===== src/rtl/gray_stretch_src_pkg.sv =====
// Shared constants, state encodings and RGB565 expansion for the gray
// contrast-stretch pixel source.
package gray_stretch_src_pkg;

    localparam int unsigned COEF_R_DEF    = 77;
    localparam int unsigned COEF_G_DEF    = 150;
    localparam int unsigned COEF_B_DEF    = 29;
    localparam int unsigned MIN_RANGE_DEF = 16;

    localparam logic [1:0] ST_IDLE = 2'd0;
    localparam logic [1:0] ST_DIV  = 2'd1;
    localparam logic [1:0] ST_LOAD = 2'd2;

    // 255 * 256: a gain of DIV_NUM/range maps a full range onto 0..255 in Q8.8
    localparam logic [15:0] DIV_NUM  = 16'd65280;
    localparam logic [15:0] GAIN_ONE = 16'd256;

    typedef struct packed {
        logic [7:0] r;
        logic [7:0] g;
        logic [7:0] b;
    } rgb888_t;

    // Replicate the top bits so full-scale 565 maps to full-scale 888
    function automatic rgb888_t expand565(input logic [15:0] p);
        rgb888_t c;
        c.r = {p[15:11], p[15:13]};
        c.g = {p[10:5],  p[10:9]};
        c.b = {p[4:0],   p[4:2]};
        return c;
    endfunction

endpackage


===== src/rtl/gray_div16.sv =====
// 16-by-8 sequential restoring divider, one quotient bit per cycle.
module gray_div16
    import gray_stretch_src_pkg::*;
(
    input  logic        clk,
    input  logic        rst,
    input  logic        start,
    input  logic [15:0] dividend,
    input  logic [7:0]  divisor,
    output logic        busy,
    output logic        done,
    output logic [15:0] quotient
);

    logic        busy_q, busy_d;
    logic [3:0]  cnt_q,  cnt_d;
    logic [7:0]  rem_q,  rem_d;
    logic [7:0]  dvs_q,  dvs_d;
    logic [15:0] quo_q,  quo_d;
    logic [8:0]  trial;
    logic [7:0]  diff;

    // quo_q starts as the dividend and is shifted out MSB-first while the
    // quotient bits shift in from the bottom.
    always_comb begin
        busy_d = busy_q;
        cnt_d  = cnt_q;
        rem_d  = rem_q;
        dvs_d  = dvs_q;
        quo_d  = quo_q;
        trial  = {rem_q, quo_q[15]};
        diff   = 8'(trial - {1'b0, dvs_q});
        if (busy_q) begin
            if (trial >= {1'b0, dvs_q}) begin
                rem_d = diff;
                quo_d = {quo_q[14:0], 1'b1};
            end else begin
                rem_d = trial[7:0];
                quo_d = {quo_q[14:0], 1'b0};
            end
            cnt_d = cnt_q + 4'd1;
            if (cnt_q == 4'd15) begin
                busy_d = 1'b0;
            end
        end else if (start) begin
            busy_d = 1'b1;
            cnt_d  = 4'd0;
            rem_d  = 8'd0;
            dvs_d  = divisor;
            quo_d  = dividend;
        end
    end

    always_ff @(posedge clk) begin
        if (rst) begin
            busy_q <= 1'b0;
            cnt_q  <= 4'd0;
        end else begin
            busy_q <= busy_d;
            cnt_q  <= cnt_d;
        end
    end

    always_ff @(posedge clk) begin
        rem_q <= rem_d;
        dvs_q <= dvs_d;
        quo_q <= quo_d;
    end

    // done marks the final iteration; quotient is complete on the next cycle
    assign busy     = busy_q;
    assign done     = busy_q && (cnt_q == 4'd15);
    assign quotient = quo_q;

endmodule


===== src/rtl/gray_stretch_src.sv =====
// RGB565 FIFO to gray LCD pixel source with per-frame min/max contrast
// stretch; the gain is recomputed by a sequential divider in vertical blank.
module gray_stretch_src
    import gray_stretch_src_pkg::*;
#(
    parameter int unsigned COEF_R    = COEF_R_DEF,
    parameter int unsigned COEF_G    = COEF_G_DEF,
    parameter int unsigned COEF_B    = COEF_B_DEF,
    parameter int unsigned MIN_RANGE = MIN_RANGE_DEF
)(
    input  logic        lcd_pclk,
    input  logic        rst,
    input  logic        data_req,
    input  logic [10:0] v_disp,
    input  logic        enh_en,
    input  logic [15:0] src_q,
    input  logic        src_empty,
    output logic        src_rd_en,
    output logic [23:0] pixel_data,
    output logic        frame_done,
    output logic        underflow,
    output logic [7:0]  cur_min,
    output logic [15:0] cur_gain
);

    localparam logic signed [9:0] MIN_RANGE_S = 10'(MIN_RANGE);

    function automatic logic [7:0] luma(input rgb888_t c);
        logic [15:0] sum;
        sum = 16'(COEF_R * c.r + COEF_G * c.g + COEF_B * c.b);
        return 8'(sum >> 8);
    endfunction

    function automatic logic [7:0] sat8(input logic [15:0] v);
        return (v[15:8] != 8'd0) ? 8'hFF : v[7:0];
    endfunction

    function automatic logic [7:0] stretch(input logic [7:0]  y,
                                           input logic [7:0]  mn,
                                           input logic [15:0] gain);
        logic signed [9:0] d_s;
        logic [23:0]       prod;
        d_s = $signed({2'b00, y}) - $signed({2'b00, mn});
        if (d_s < 0) begin
            d_s = '0;
        end
        prod = {16'd0, d_s[7:0]} * {8'd0, gain};
        return sat8(16'(prod >> 8));
    endfunction

    logic              req_q,        req_d;
    logic [10:0]       line_cnt_q,   line_cnt_d;
    logic [7:0]        acc_min_q,    acc_min_d;
    logic [7:0]        acc_max_q,    acc_max_d;
    logic [7:0]        lat_min_q,    lat_min_d;
    logic [7:0]        lat_max_q,    lat_max_d;
    logic [7:0]        div_min_q,    div_min_d;
    logic              ident_q,      ident_d;
    logic              frame_done_q, frame_done_d;
    logic              underflow_q,  underflow_d;
    logic [23:0]       pix_p1_q,     pix_p1_d;
    logic [1:0]        state_q,      state_d;
    logic [7:0]        cur_min_q,    cur_min_d;
    logic [15:0]       cur_gain_q,   cur_gain_d;

    rgb888_t           rgb_p0;
    logic [7:0]        y_p0;
    logic [7:0]        s_p0;
    logic              vld_p0;
    logic              line_end;
    logic              frame_end;
    logic signed [9:0] range_s;
    logic              range_ok;
    logic              div_start;
    logic              div_busy;
    logic              div_done;
    logic [15:0]       div_quo;

    // Stage p0: combinational luma and stretch of the FIFO head
    always_comb begin
        rgb_p0    = expand565(src_q);
        y_p0      = luma(rgb_p0);
        s_p0      = stretch(y_p0, cur_min_q, cur_gain_q);
        vld_p0    = data_req & ~src_empty;
        line_end  = req_q & ~data_req;
        frame_end = line_end && ((line_cnt_q + 11'd1) == v_disp);
        range_s   = $signed({2'b00, lat_max_q}) - $signed({2'b00, lat_min_q});
        range_ok  = (range_s >= MIN_RANGE_S);
    end

    always_comb begin
        req_d        = data_req;
        line_cnt_d   = line_cnt_q;
        acc_min_d    = acc_min_q;
        acc_max_d    = acc_max_q;
        lat_min_d    = lat_min_q;
        lat_max_d    = lat_max_q;
        frame_done_d = frame_end;
        underflow_d  = underflow_q;
        pix_p1_d     = 24'd0;

        if (data_req) begin
            if (src_empty) begin
                underflow_d = 1'b1;
            end else if (enh_en) begin
                pix_p1_d = {s_p0, s_p0, s_p0};
            end else begin
                pix_p1_d = {y_p0, y_p0, y_p0};
            end
        end

        if (line_end) begin
            line_cnt_d = line_cnt_q + 11'd1;
        end

        // Frame end happens on a data_req low cycle, so no pixel is lost here
        if (frame_end) begin
            line_cnt_d = 11'd0;
            lat_min_d  = acc_min_q;
            lat_max_d  = acc_max_q;
            acc_min_d  = 8'hFF;
            acc_max_d  = 8'h00;
        end else if (vld_p0) begin
            if (y_p0 < acc_min_q) acc_min_d = y_p0;
            if (y_p0 > acc_max_q) acc_max_d = y_p0;
        end
    end

    // Gain update FSM; frame ends outside IDLE are dropped
    always_comb begin
        state_d    = state_q;
        div_min_d  = div_min_q;
        ident_d    = ident_q;
        cur_min_d  = cur_min_q;
        cur_gain_d = cur_gain_q;
        div_start  = 1'b0;
        case (state_q)
            ST_IDLE: begin
                if (frame_done_q) begin
                    div_min_d = lat_min_q;
                    if (range_ok) begin
                        div_start = 1'b1;
                        ident_d   = 1'b0;
                        state_d   = ST_DIV;
                    end else begin
                        ident_d   = 1'b1;
                        state_d   = ST_LOAD;
                    end
                end
            end
            ST_DIV: begin
                if (div_done) begin
                    state_d = ST_LOAD;
                end else if (!div_busy) begin
                    state_d = ST_IDLE;
                end
            end
            ST_LOAD: begin
                state_d = ST_IDLE;
                if (ident_q) begin
                    cur_min_d  = 8'd0;
                    cur_gain_d = GAIN_ONE;
                end else begin
                    cur_min_d  = div_min_q;
                    cur_gain_d = div_quo;
                end
            end
            default: state_d = ST_IDLE;
        endcase
    end

    gray_div16 u_div (
        .clk      (lcd_pclk),
        .rst      (rst),
        .start    (div_start),
        .dividend (DIV_NUM),
        .divisor  (range_s[7:0]),
        .busy     (div_busy),
        .done     (div_done),
        .quotient (div_quo)
    );

    // Stage p1: registered pixel and control state
    always_ff @(posedge lcd_pclk) begin
        if (rst) begin
            req_q        <= 1'b0;
            line_cnt_q   <= 11'd0;
            acc_min_q    <= 8'hFF;
            acc_max_q    <= 8'h00;
            frame_done_q <= 1'b0;
            underflow_q  <= 1'b0;
            pix_p1_q     <= 24'd0;
            state_q      <= ST_IDLE;
            cur_min_q    <= 8'd0;
            cur_gain_q   <= GAIN_ONE;
        end else begin
            req_q        <= req_d;
            line_cnt_q   <= line_cnt_d;
            acc_min_q    <= acc_min_d;
            acc_max_q    <= acc_max_d;
            frame_done_q <= frame_done_d;
            underflow_q  <= underflow_d;
            pix_p1_q     <= pix_p1_d;
            state_q      <= state_d;
            cur_min_q    <= cur_min_d;
            cur_gain_q   <= cur_gain_d;
        end
    end

    always_ff @(posedge lcd_pclk) begin
        lat_min_q <= lat_min_d;
        lat_max_q <= lat_max_d;
        div_min_q <= div_min_d;
        ident_q   <= ident_d;
    end

    assign src_rd_en  = data_req & ~src_empty;
    assign pixel_data = pix_p1_q;
    assign frame_done = frame_done_q;
    assign underflow  = underflow_q;
    assign cur_min    = cur_min_q;
    assign cur_gain   = cur_gain_q;

endmodule


===== config.mk =====
export PLATFORM = sky130hd
export DESIGN_NAME = gray_stretch_src
export DESIGN_NICKNAME = d
export VERILOG_FILES = /design/src/rtl/gray_stretch_src_pkg.sv /design/src/rtl/gray_div16.sv /design/src/rtl/gray_stretch_src.sv
export SDC_FILE = /design/constraint.sdc
export NUM_CORES = 1
export LEC_CHECK = 0
export ABC_CLOCK_PERIOD_IN_PS = 12950
export CAP_MARGIN = 20
export CORE_MARGIN = 5
export CORE_UTILIZATION = 30
export CTS_BUF_LIST = sky130_fd_sc_hd__clkbuf_8
export CTS_CLUSTER_DIAMETER = 200
export CTS_CLUSTER_SIZE = 25
export DETAILED_ROUTE_END_ITERATION = 12
export SYNTH_ARGS = -nofsm -noshare
export SYNTH_HDL_FRONTEND = slang
export SYNTH_HIERARCHICAL = 1
export SYNTH_SLANG_ARGS = --single-unit

===== constraint.sdc =====
create_clock -name lcd_pclk -period 12.95 [get_ports lcd_pclk]
set_input_delay 1.9425 -clock lcd_pclk [delete_from_list [all_inputs] [get_ports lcd_pclk]]
set_output_delay 1.9425 -clock lcd_pclk [all_outputs]
set_load 0.05 [all_outputs]

### Word-level counts from Yosys, hierarchy flattened

Index checks and enable logic that the tools add are counted.

* bits of input ports: 32
* logic and storage cells: 84
* output and inout bits: 51
* register bits after elaboration: 142

* eq/ne operators: 6
* magnitude comparators: 5
* muxes and demuxes: 25
* multipliers: 4
* add/sub/neg operators: 7
* reduce and logical (&&, ||, !) cells: 13
* bitwise operators: 5

Operators with widths (number)
* two-way mux 16 bit: 3
* two-way mux 8 bit: 6
* multiplier 7 x 8 -> 15 bit (first input constant): 2
* multiplier 8 x 16 -> 24 bit: 1
* two-way mux 24 bit: 1
* subtractor 8 x 8 -> 9 bit: 2
* adder 15 x 16 -> 16 bit: 1
* adder 16 x 13 -> 16 bit: 1
* multiplier 5 x 8 -> 13 bit (first input constant): 1
* AND reduction 2 bit: 6
* adder 11 x 1 -> 11 bit (second input constant): 1
* equality test 11 bit: 1
* greater-or-equal comparator 9 x 6 -> 1 bit (second input constant): 1
* greater-or-equal comparator 9 x 8 -> 1 bit: 1
* less-than comparator 9 x 1 -> 1 bit (second input constant): 1
* > comparator 8 bit: 1
* less-than comparator 8 bit: 1
* two-way mux 1 bit: 8
* two-way mux 2 bit: 4
* two-way mux 4 bit: 2
* nonzero test 8 bit: 1
* subtractor 8 bit: 1
* adder 4 x 1 -> 4 bit (second input constant): 1
* equality test 4 bit (second input constant): 1
* other kinds (12): 16

### Depth between registers and ports, before layout

* depth after elaboration: 10
* depth in mapped cells: 52
* mapped depth without buffers: 50

### Cells and area by module

The synthesis kept the hierarchy.

Modules (own cells, without submodules)
* gray_stretch_src: cells each 1258, area an instance 11636.2 um^2, instances 1
* gray_div16: cells each 155, area an instance 1973.1 um^2, instances 1

### Worst setup path before layout

Ideal clock, no wire load.

* path type: input-to-reg
* start point: in src_q[6]
* end point: reg pix_p1_q[15] (netlist: pixel_data[15])
* slack: -0.469 ns
* library setup time: 0.142 ns
* stages on the path: 48
* data arrival time: 13.277 ns
* cells stage by stage: ha_1 ha_1 ha_1 inv_1 fa_1 inv_1 ha_1 o21a_1 or2_2 fa_1 inv_1 ha_1 inv_1 fa_1 fa_1 inv_1 ha_1 a2111o_1 (+12 left out) nand2_1 fa_1 inv_1 fa_1 fa_1 inv_1 fa_1 inv_1 ha_1 and3_1 and2_4 a221oi_4 o211ai_2 a311o_1 a32oi_1 nand4_1 nor4_4 a211oi_1

* word-level cells in the longest chain between the ends: 10

Ends and longest elaborated chain
* start, declared: RTL line gray_stretch_src.sv:16 `input logic [15:0] src_q,`
* multiplier 7 x 8 -> 15 bit (*): RTL line gray_stretch_src.sv:30 `sum = 16'(COEF_R * c.r + COEF_G * c.g + COEF_B * c.b);`
* adder 15 x 16 -> 16 bit (*): RTL line gray_stretch_src.sv:30
* adder 16 x 13 -> 16 bit (*): RTL line gray_stretch_src.sv:30
* net y_p0[6]: RTL line gray_stretch_src.sv:67 `logic [7:0] y_p0;`
* subtractor 8 x 8 -> 9 bit (*): RTL line gray_stretch_src.sv:43 `d_s = $signed({2'b00, y}) - $signed({2'b00, mn});`
* less-than comparator 9 x 1 -> 1 bit: RTL line gray_stretch_src.sv:44 `if (d_s < 0) begin`
* two-way mux 8 bit (*): RTL line gray_stretch_src.sv:44
* multiplier 8 x 16 -> 24 bit (*): RTL line gray_stretch_src.sv:47 `prod = {16'd0, d_s[7:0]} * {8'd0, gain};`
* nonzero test 8 bit: RTL line gray_stretch_src.sv:35 `return (v[15:8] != 8'd0) ? 8'hFF : v[7:0];`
* two-way mux 8 bit (*): RTL line gray_stretch_src.sv:35
* two-way mux 24 bit (*): RTL line gray_stretch_src.sv:105 `end else if (enh_en) begin`
* end signal, assigned: RTL line gray_stretch_src.sv:203 `pix_p1_q <= pix_p1_d;`
* end, declared: RTL line gray_stretch_src.sv:61 `logic [23:0] pix_p1_q, pix_p1_d;`

The timed path passes the listed nets; every way through them passes the cells marked *.
A chain may end at the register's enable or synchronous reset.

### Final worst setup path

* start point: in src_q[9]
* end point: reg pix_p1_q[15] (netlist: pixel_data[15])

The elaborated chain is that of the path after synthesis.

==> metrics <==
I/O pin count=83; dominant synthesized flop cell=dfxtp_1; FILL cells=around 4.4k; Reg area=between 0.003 and 0.004 mm2; proportion of layout cells with a drive suffix above 1=21.3%; cell at the slowest stage of the critical path=fa_1; Cells after Synth=around 1.4k; Yosys top cell area share=between 20% and 30%; most instantiated cells after synthesis=inv_1 (242), ha_1 (165), fa_1 (140); Area Growth Syn to Fin=27.5%; period utilization=98.5%; H-tree levels=4; footprint of the multi-input gates=0.0101 mm2; drt total wl=approximately 33000 um; mux contribution to synthesized area=2.43%; latest clock arrival within the worst-skew pair=0.45 ns; WS Path Type=input pin to register; status=finished, final reports clean; unrepaired setup endpoints after global routing=true; CP Data Required Time=13.28 ns; Final Max Tran Viols=0; 1st-iter DRT viols=501; GRT overflow=0; critical path launch point type=input pin; post-synthesis sequential area ratio=between 20% and 30%; CTS tree=done; core area=0.0451 mm2; cell area after placement=0.0164 mm2; synth warn=6; Clock Tree Buf Depth=2; CP peak stage delay=0.56 ns; number of synthesized flops with an enable pin=57; Placer Congestion=~0.85; Simple-Gate Fraction of Synth Area=15.5%; Root Buffer=clkbuf_8; most used cell, CP=fa_1; die height=223 um; number of CTS-inserted buffers=17; Detailed Routing Iterations Pass 1=5; Worst EP arrival=13.08 ns; GRT Total Usage=13.2%; Initial Util=30.2%; XOR/XNOR Fraction of Synth Area=4.22%; largest net degree at the start of global routing=49; largest family of logic cells by synthesized area=adder cells; Yosys cell types=roughly 80; clock period minus worst slack=12.75 ns; Max Cap Viol=0; Vias/cell=between 4 and 5; relative max-transition margin=32.8%; setup TNS=0 ns; average wire per standard cell=between 10 and 15 um; die width=223 um; number of clock sinks=roughly 130; Final Hold Viols=0; antenna violations before repair=0; Final Instance Area=roughly 0.017 mm2; crit-path max FO=8; Post-layout nets=between 1.5k and 2k; CP endpoint kind=register; cell row count=78; Compound-Gate Fraction of Synth Area=about 11%; DP HPWL=26700 um; dominant cells by area after synthesis=fa_1 (21%), ha_1 (15%), edfxtp_1 (13%), dfxtp_1 (10%), inv_1 (6.7%); vias in the first global route=~11k; number of setup violations in the final report=0; CTS Hold Buffers Added=0; Synth Cell Area=0.0136 mm2; CTS clk-pin slew, worst paths=0.08 ns; synthesized area per cell=9.63 um2; top-count cell post-synth=inv_1; async set or reset register ratio after synthesis=0%; Die Area=between 0.04 and 0.05 mm2; max frequency=78.4 MHz; I/O Buffers=between 80 and 90; Clock Skew=0.0165 ns; final antenna-violating net count=0; synthesized flop and latch total=between 100 and 150; total number of vias=10.4k; largest area contributor in the netlist=fa_1; Min-Delay Path Class=register to register; Antenna diodes=0; worst-margin pin slew=around 1 ns; DRC viols=0; global-route wire length before repair=between 50000 and 60000 um; Adder-Cell Fraction of Synth Area=roughly 36%
-- layout make-up --
| type | instances | share of cell area, % |
|---|---|---|
| Tap cell | 600 | 4.33 |
| Clock buffer | 17 | 1.35 |
| Sequential cell | 126 | 17.8 |
| Inverter | 242 | 5.23 |
| Clock inverter | 15 | 0.635 |
| Timing Repair Buffer | 253 | 12.7 |
| Multi-Input combinational cell | 1012 | 58.0 |
-- path summary, 6_finish.rpt --
check / start / endpoint / slack [ns] / cells after the start
hold reg to reg: lat_min_q[6] / div_min_q[6] / 0.46 / 0
hold / removal: lat_min_q[6] / div_min_q[6] / 0.46 / 0
setup reg to reg: cur_min[1] / pixel_data[15] / 6.10 / 30
setup / recovery: src_q[9] / pixel_data[15] / 0.20 / 47
-- cells by family after synthesis --
kind of cell | count (synthesis)
AOI/OAI and AO/OA | 210
xor gates and xnor gates | 64
adders and majority gates | 305
buffers and inverters | 290
DFF | 126
muxes | 31
other | 2
and+or+nand+nor | 385
-- worst max-delay path, delay by kind of cell --
kind,cells,cell delay (ns)
XOR/XNOR,2,0.32
buffers and inverters,14,1.44
AO/OA/AOI/OAI,8,1.58
AND/OR/NAND/NOR,7,1.03
adder cells (fa/ha/maj),16,6.74
-- layer usage --
metal	vias to the layer above	wire length, um	track usage, %
met4	0	668	3.38
li1	5124	-	-
met2	168	16400	23.3
met1	5019	14800	17.1
met5	-	0	0
met3	43	1060	1.97
-- timing repair --
item                                   in CTS  in global routing
endpoints found under the hold margin       0                  0
setup buffers                              12                 19
resized for setup                          26                 68
gates cloned                                1                  1
setup endpoints to repair                   8                  8
pin swaps                                  45                 43
-- through the flow --
| stage | setup slack [ns] | utilization [%] | hold WS [ns] | instances |
|---|---|---|---|---|
| after global routing | -0.234 | 38.5 | 0.478 | 2265 |
| after detailed placement | -0.928 | 36.3 | 0.440 | 2200 |
| after global placement | -0.772 | 36.3 | 0.444 | 2200 |
| final | 0.201 | 38.5 | 0.458 | 2265 |
| after CTS | 0.00113 | 37.6 | 0.454 | 2245 |
| after floorplan | -0.0597 | - | 0.426 | 1427 |
-- layout by cell type, fill, tap and decap left out, types with 30 or more instances in the layout --
cell | netlist | routed
and2_1 | 100 | 86
nand2_1 | 62 | 59
clkdlybuf4s50_1 | 0 | 76
ha_1 | 165 | 140
inv_1 | 242 | 231
nor2_1 | 82 | 79
fa_1 | 140 | 134
a21oi_1 | 81 | 69
edfxtp_1 | 57 | 57
buf_4 | 19 | 157
xnor2_1 | 33 | 30
dfxtp_1 | 69 | 69
Power is not shown: default switching activity piles up to over one toggle a cycle in this logic, so the estimate is an artifact.
